<file path="config.mk">
export PLATFORM = sky130hd
export DESIGN_NAME = tcm_mp_ctrl
export DESIGN_NICKNAME = d
export VERILOG_FILES = /design/src/rtl/tcm_mp_ctrl_pkg.sv /design/src/rtl/tcm_rr_arb.sv /design/src/rtl/tcm_mp_ctrl.sv
export SDC_FILE = /design/constraint.sdc
export NUM_CORES = 1
export LEC_CHECK = 0
export CORE_ASPECT_RATIO = 0.75
export CORE_MARGIN = 2
export CORE_UTILIZATION = 28
export CTS_CLUSTER_DIAMETER = 60
export DETAILED_ROUTE_END_ITERATION = 12
export PLACE_DENSITY = 0.84
export RECOVER_POWER = 100
export SYNTH_ARGS = -nofsm -noshare
export SYNTH_HDL_FRONTEND = slang
export SYNTH_HIERARCHICAL = 1
export SYNTH_SLANG_ARGS = --single-unit
</file>
<file path="constraint.sdc">
create_clock -name clk -period 3 [get_ports clk]
set_clock_uncertainty 0.2 [all_clocks]
set_input_delay 0.6 -clock clk [delete_from_list [all_inputs] [get_ports clk]]
set_output_delay 0.6 -clock clk [all_outputs]
set_load 0.1 [all_outputs]
</file>
<file path="src/rtl/tcm_mp_ctrl_pkg.sv">
// Shared TCM defaults: requester count, address/data widths, the command
// opcode encoding and a helper for channel-index widths.
package tcm_mp_ctrl_pkg;

    localparam int TCM_NCH = 2;
    localparam int TCM_AW  = 16;
    localparam int TCM_DW  = 32;

    // Command opcode as carried on cmd_read
    typedef enum logic {
        CMD_WRITE = 1'b0,
        CMD_READ  = 1'b1
    } cmd_op_e;

    // Width of a channel index; a single channel still needs one bit
    function automatic int id_width(input int n);
        return (n > 1) ? $clog2(n) : 1;
    endfunction

endpackage

</file>
<file path="src/rtl/tcm_rr_arb.sv">
// Request vector to one-hot grant for the TCM controller.
// Build option TCM_RR_ARB_EN: defined selects round-robin arbitration with a
// 'last' pointer; undefined selects fixed priority (lowest index wins).
module tcm_rr_arb
    import tcm_mp_ctrl_pkg::*;
#(
    parameter  int NCH = TCM_NCH,
    localparam int IDW = id_width(NCH)
) (
    input  logic           clk,
    input  logic           rst_n,
    input  logic [NCH-1:0] req,
    input  logic           advance,
    output logic [NCH-1:0] grant,
    output logic [IDW-1:0] grant_id
);

`ifdef TCM_RR_ARB_EN
    logic [IDW-1:0] last;

    // Pick the first requester found after the previous winner, wrapping
    always_comb begin
        int       pos;
        logic     found;
        logic [IDW-1:0] idx;
        grant    = '0;
        grant_id = '0;
        found    = 1'b0;
        pos      = 0;
        idx      = '0;
        for (int k = 0; k < NCH; k++) begin
            pos = int'(last) + 1 + k;
            if (pos >= NCH) begin
                pos = pos - NCH;
            end
            idx = IDW'(pos);
            if (!found && req[idx]) begin
                grant[idx] = 1'b1;
                grant_id   = idx;
                found      = 1'b1;
            end
        end
    end

    // Remember the winner only when its command is actually accepted
    always_ff @(posedge clk) begin
        if (!rst_n) begin
            last <= IDW'(NCH - 1);
        end else if (advance) begin
            last <= grant_id;
        end
    end
`else
    logic unused_arb;
    assign unused_arb = clk ^ rst_n ^ advance;

    // Lowest-index requester wins
    always_comb begin
        logic     found;
        logic [IDW-1:0] idx;
        grant    = '0;
        grant_id = '0;
        found    = 1'b0;
        idx      = '0;
        for (int k = 0; k < NCH; k++) begin
            idx = IDW'(k);
            if (!found && req[idx]) begin
                grant[idx] = 1'b1;
                grant_id   = idx;
                found      = 1'b1;
            end
        end
    end
`endif

endmodule

</file>
<file path="src/rtl/tcm_mp_ctrl.sv">
// Multi-port TCM controller: arbitrates NCH command channels onto one
// single-port SRAM with 1-cycle read latency and returns one response per
// accepted command. Build option TCM_RR_ARB_EN selects round-robin
// arbitration (see tcm_rr_arb); without it, fixed priority is used.
module tcm_mp_ctrl
    import tcm_mp_ctrl_pkg::*;
#(
    parameter int NCH    = TCM_NCH,
    parameter int AW     = TCM_AW,
    parameter int DW     = TCM_DW,
    parameter int MW     = DW / 8,
    parameter int RAM_AW = AW - $clog2(MW)
) (
    input  logic              clk,
    input  logic              rst_n,
    input  logic [NCH-1:0]    cmd_valid,
    output logic [NCH-1:0]    cmd_ready,
    input  logic [NCH-1:0]    cmd_read,
    input  logic [NCH*AW-1:0] cmd_addr,
    input  logic [NCH*DW-1:0] cmd_wdata,
    input  logic [NCH*MW-1:0] cmd_wmask,
    output logic [NCH-1:0]    rsp_valid,
    input  logic [NCH-1:0]    rsp_ready,
    output logic [NCH*DW-1:0] rsp_rdata,
    output logic              ram_cs,
    output logic              ram_we,
    output logic [RAM_AW-1:0] ram_addr,
    output logic [MW-1:0]     ram_wem,
    output logic [DW-1:0]     ram_din,
    input  logic [DW-1:0]     ram_dout
);

    localparam int IDW = id_width(NCH);
    localparam int LSB = $clog2(MW);

    logic           rsp_pend;
    logic [IDW-1:0] pend_id;
    cmd_op_e        pend_op;
    logic           hold_vld;
    logic [DW-1:0]  hold_data;

    logic           rsp_hs;
    logic           access_ok;
    logic [NCH-1:0] req;
    logic [NCH-1:0] grant;
    logic [IDW-1:0] grant_id;
    logic           cmd_hs;
    logic           sel_read;
    logic [AW-1:0]  sel_addr;
    logic [DW-1:0]  sel_wdata;
    logic [MW-1:0]  sel_mask;
    logic [DW-1:0]  rsp_data;
    logic           unused_addr;

    // A new access may start once the response slot is free or freeing now
    assign rsp_hs    = rsp_pend & rsp_ready[pend_id];
    assign access_ok = rst_n & (~rsp_pend | rsp_hs);
    assign req       = cmd_valid & {NCH{access_ok}};
    assign cmd_hs    = |grant;
    assign cmd_ready = grant;

    tcm_rr_arb #(
        .NCH (NCH)
    ) u_arb (
        .clk      (clk),
        .rst_n    (rst_n),
        .req      (req),
        .advance  (cmd_hs),
        .grant    (grant),
        .grant_id (grant_id)
    );

    // One-hot mux of the granted channel's command fields
    always_comb begin
        sel_read  = 1'b0;
        sel_addr  = '0;
        sel_wdata = '0;
        sel_mask  = '0;
        for (int k = 0; k < NCH; k++) begin
            if (grant[k]) begin
                sel_read  = sel_read  | cmd_read[k];
                sel_addr  = sel_addr  | cmd_addr[k*AW +: AW];
                sel_wdata = sel_wdata | cmd_wdata[k*DW +: DW];
                sel_mask  = sel_mask  | cmd_wmask[k*MW +: MW];
            end
        end
    end

    // Byte-offset bits are dropped when forming the word address
    assign unused_addr = ^sel_addr;
    assign ram_cs      = cmd_hs;
    assign ram_we      = cmd_hs & ~sel_read;
    assign ram_addr    = RAM_AW'(sel_addr >> LSB);
    assign ram_wem     = sel_read ? '0 : sel_mask;
    assign ram_din     = sel_wdata;

    // Route the pending response to its channel; held data wins over live SRAM
    always_comb begin
        rsp_valid = '0;
        if (rst_n && rsp_pend) begin
            rsp_valid[pend_id] = 1'b1;
        end
        if (hold_vld) begin
            rsp_data = hold_data;
        end else if (pend_op == CMD_READ) begin
            rsp_data = ram_dout;
        end else begin
            rsp_data = '0;
        end
    end

    assign rsp_rdata = {NCH{rsp_data}};

    // Response stage: load on accept, retire on handshake, capture on stall
    always_ff @(posedge clk) begin
        if (!rst_n) begin
            rsp_pend  <= 1'b0;
            hold_vld  <= 1'b0;
            pend_id   <= '0;
            pend_op   <= CMD_WRITE;
            hold_data <= '0;
        end else if (cmd_hs) begin
            rsp_pend <= 1'b1;
            pend_id  <= grant_id;
            pend_op  <= sel_read ? CMD_READ : CMD_WRITE;
            hold_vld <= 1'b0;
        end else if (rsp_hs) begin
            rsp_pend <= 1'b0;
            hold_vld <= 1'b0;
        end else if (rsp_pend && (pend_op == CMD_READ) && !hold_vld) begin
            hold_vld  <= 1'b1;
            hold_data <= ram_dout;
        end
    end

endmodule

</file>
==> qor.csv <==
stage,metric,value,unit
yosys,synth_commonest_cells,"107 x nand2_1, 59 x a22o_1, 36 x dfxtp_1",
cts,hold_buffers,0,
run,maxCapViolations,0,
cts,cts-root-buf,clkbuf_16,
worst_setup_path,crit_type,register to output port,
yosys,syn_nets,499,
sta,relSlewSlack,56.6,%
cts,htreeDepth,2,
drt,via_per_inst,4.93,
cts,clkLatencyLatePin,0.27,ns
power_and_ir_drop,finalPower,2.59,mW
place,portBuffers,259,
yosys,yosysWarnings,6,
power_and_ir_drop,leakage,2.86,nW
worst_hold_path,min_path_type,register to register,
yosys,netlist.area_leader.share,26.3,%
yosys,yosysTopAreaCell,dfxtp_1,
yosys,ys.flop_type,dfxtp_1,
place,place_hpwl,10700,um
power_and_ir_drop,ir_worst_vdd,0.227,mV
place,placedCellCount,701,
yosys,syn_area,2750,um^2
layout,final_core_utilization,75.0,%
sta,max_freq,336,MHz
place,gp_congestion,0.783,
sta,rsz0062_at_grt,true,
worst_setup_path,critPathLaunch,pend_id$_SDFFE_PN0P_,
sta,slew_violations,0,
global_route,grt_pass1_vias,3921,
worst_setup_path,crit_required,2.20,ns
yosys,avgSynthCellArea,7.73,um^2
power_and_ir_drop,powerDensity,360,nW/um^2
sta,worst_pin_slew,0.650,ns
yosys,synth_seq_cells,36,
yosys,yosysUniqueCellTypes,25,
worst_setup_path,worstPathArrival,2.18,ns
cts,clk_path_buf_depth,2,
floorplanning,initial_utilization,28.7,%
floorplanning,die_y,89.8,um
floorplanning,placementRows,31,
layout,syn2layout_area_growth,162,%
sta,min_period_over_period,99.3,%
cts,numCtsBuffers,5,
cts,cts.sinks,36,
global_route,grt_start_max_net_pins,69,
worst_setup_path,end_kind,output port,
global_route,antenna_found_initial,1,
drt,drt_pass1_iterations,4,
yosys,synth_cells,355,
worst_setup_path,cp-start-kind,register,
yosys,synth.top_cells.by_area,"dfxtp_1 26%, a22o_1 19%, nand2_1 15%",
floorplanning,io_pins,264,
sta,period_minus_slack,2.98,ns
drt,wl_per_cell,18.0,um
drt,drt_iter0_markers,144,
floorplanning,die-area,10600,um^2
worst_setup_path,r2r-start,pend_id$_SDFFE_PN0P_,
layout,drive_above_1_share,39.4,%
layout,fin_nets,722,
cts,path_clk_slew,0.05,ns
sta,setup_viol,0,
drt,final_antenna_net_count,0,
floorplanning,core_area,9580,um^2
drt,dr_total_vias,3513,
floorplanning,dieWidth,118,um
drt,drt_wl_total,12800,um
yosys,synth_edf_count,0,
cts,cts_tree,built,
yosys,async_flop_share,0,%
worst_setup_path,cp_max_fo,7,
layout,fin_cells,712,
yosys,yosysSeqAreaShare,26.3,%
sta,hold_viol_final,0,
yosys,post-synth-top-count-cell,nand2_1,
global_route,grt_pass1_wl,20000,um
global_route,grt_remaining_overflow,0,
worst_hold_path,min_from,hold_data[2]$_SDFFE_PN0P_,
outcome,outcome,completed,
drt,drc,0,
sta,timing.setup.tns,0,ns
global_route,groute.usage.overall,23.5,%
final cells by class:
class,count,area [um^2]
flip-flops and latches,36,726
inverters,7,30.0
diodes,1,2.50
fillers,624,2390
multi-input cells,245,2100
clock buffers,7,143
well taps,132,165
repair buffers,283,4020
clock inverters,1,7.51
cells in the final DEF (no fill, tap or decap), types with 2 or more instances in the layout:
master / Yosys / final
a22o_1: 59 / 13
o32ai_4: 0 / 4
a32oi_2: 0 / 4
dlygate4sd2_1: 0 / 2
o21ai_2: 0 / 6
a21boi_0: 3 / 2
dfxtp_1: 36 / 34
buf_2: 3 / 3
buf_6: 2 / 6
and3_1: 3 / 2
mux2i_1: 33 / 32
inv_1: 7 / 6
o21ai_1: 0 / 14
buf_12: 3 / 123
buf_4: 34 / 15
clkinvlp_4: 0 / 2
nor2_2: 0 / 2
a22o_2: 0 / 5
a22o_4: 0 / 41
clkbuf_16: 0 / 5
clkdlybuf4s50_1: 0 / 134
nand2_1: 107 / 106
worst max-delay path, stage by stage (launching register included):
cell      delay (ns)
dfxtp_4         0.38
mux2i_4         0.25
nand2_2         0.08
and3_4          0.19
nor2b_4         0.13
buf_12          0.14
buf_6           0.10
nand2b_4        0.10
o32ai_4         0.33
buf_12          0.21
cells by family after synthesis:
group | share of synthesized area [%]
AO/OA/AOI/OAI | 27.0
buffers and inverters | 17.2
flip-flops | 26.3
multiplexers | 12.0
AND/OR/NAND/NOR | 17.5
what timing repair did:
| action | CTS | global route |
|---|---|---|
| setup buffers | 1 | 1 |
| pin swaps | 3 | 6 |
| gates resized for setup | 22 | 3 |
| setup endpoints to repair | 53 | 22 |
| hold endpoints to repair | 0 | 0 |
per-layer routing:
| layer | up-vias | track usage [%] | part of all wire, % |
|---|---|---|---|
| met2 | 146 | 46.7 | 55 |
| li1 | 1665 | - | - |
| met4 | 0 | 4.62 | 1.8 |
| met5 | - | 0 | 0 |
| met1 | 1682 | 23.6 | 36 |
| met3 | 20 | 7.93 | 6.9 |
power by group:
group          leakage (nW)  total (mW)  switching [mW]  internal, mW
logic                  2.49        1.58           0.943         0.638
registers             0.292       0.489         0.00520         0.484
clock network        0.0701       0.515           0.185         0.330
total                  2.86        2.59            1.13          1.45
registers in the layout (all words and copies together), names as in the netlist:
register and count:
hold_data 32, hold_vld 1, pend_id 1, pend_op 1, rsp_pend 1
worst paths after layout:
kind | end | slack (ns) | depth (start not counted)
worst max-delay path | ram_wem[0] | 0.02 | 9
worst min-delay path | hold_data[2]$_SDFFE_PN0P_ | 0.26 | 2
worst max register to register | hold_data[20]$_SDFFE_PN0P_ | 0.49 | 10
worst min register to register | hold_data[2]$_SDFFE_PN0P_ | 0.26 | 2
per-stage QoR:
step / hold slack (ns) / instance area [um^2] / setup WS (ns)
after floorplan: 0.235 / 3310 / -0.376
after global placement: 0.242 / 6950 / -0.300
after detailed placement: 0.256 / 6950 / -0.437
after CTS: 0.264 / 7170 / 0.00822
after global routing: 0.285 / 7190 / -0.0614
final: 0.261 / 7190 / 0.0203
Power figures use the tool's default switching activity.
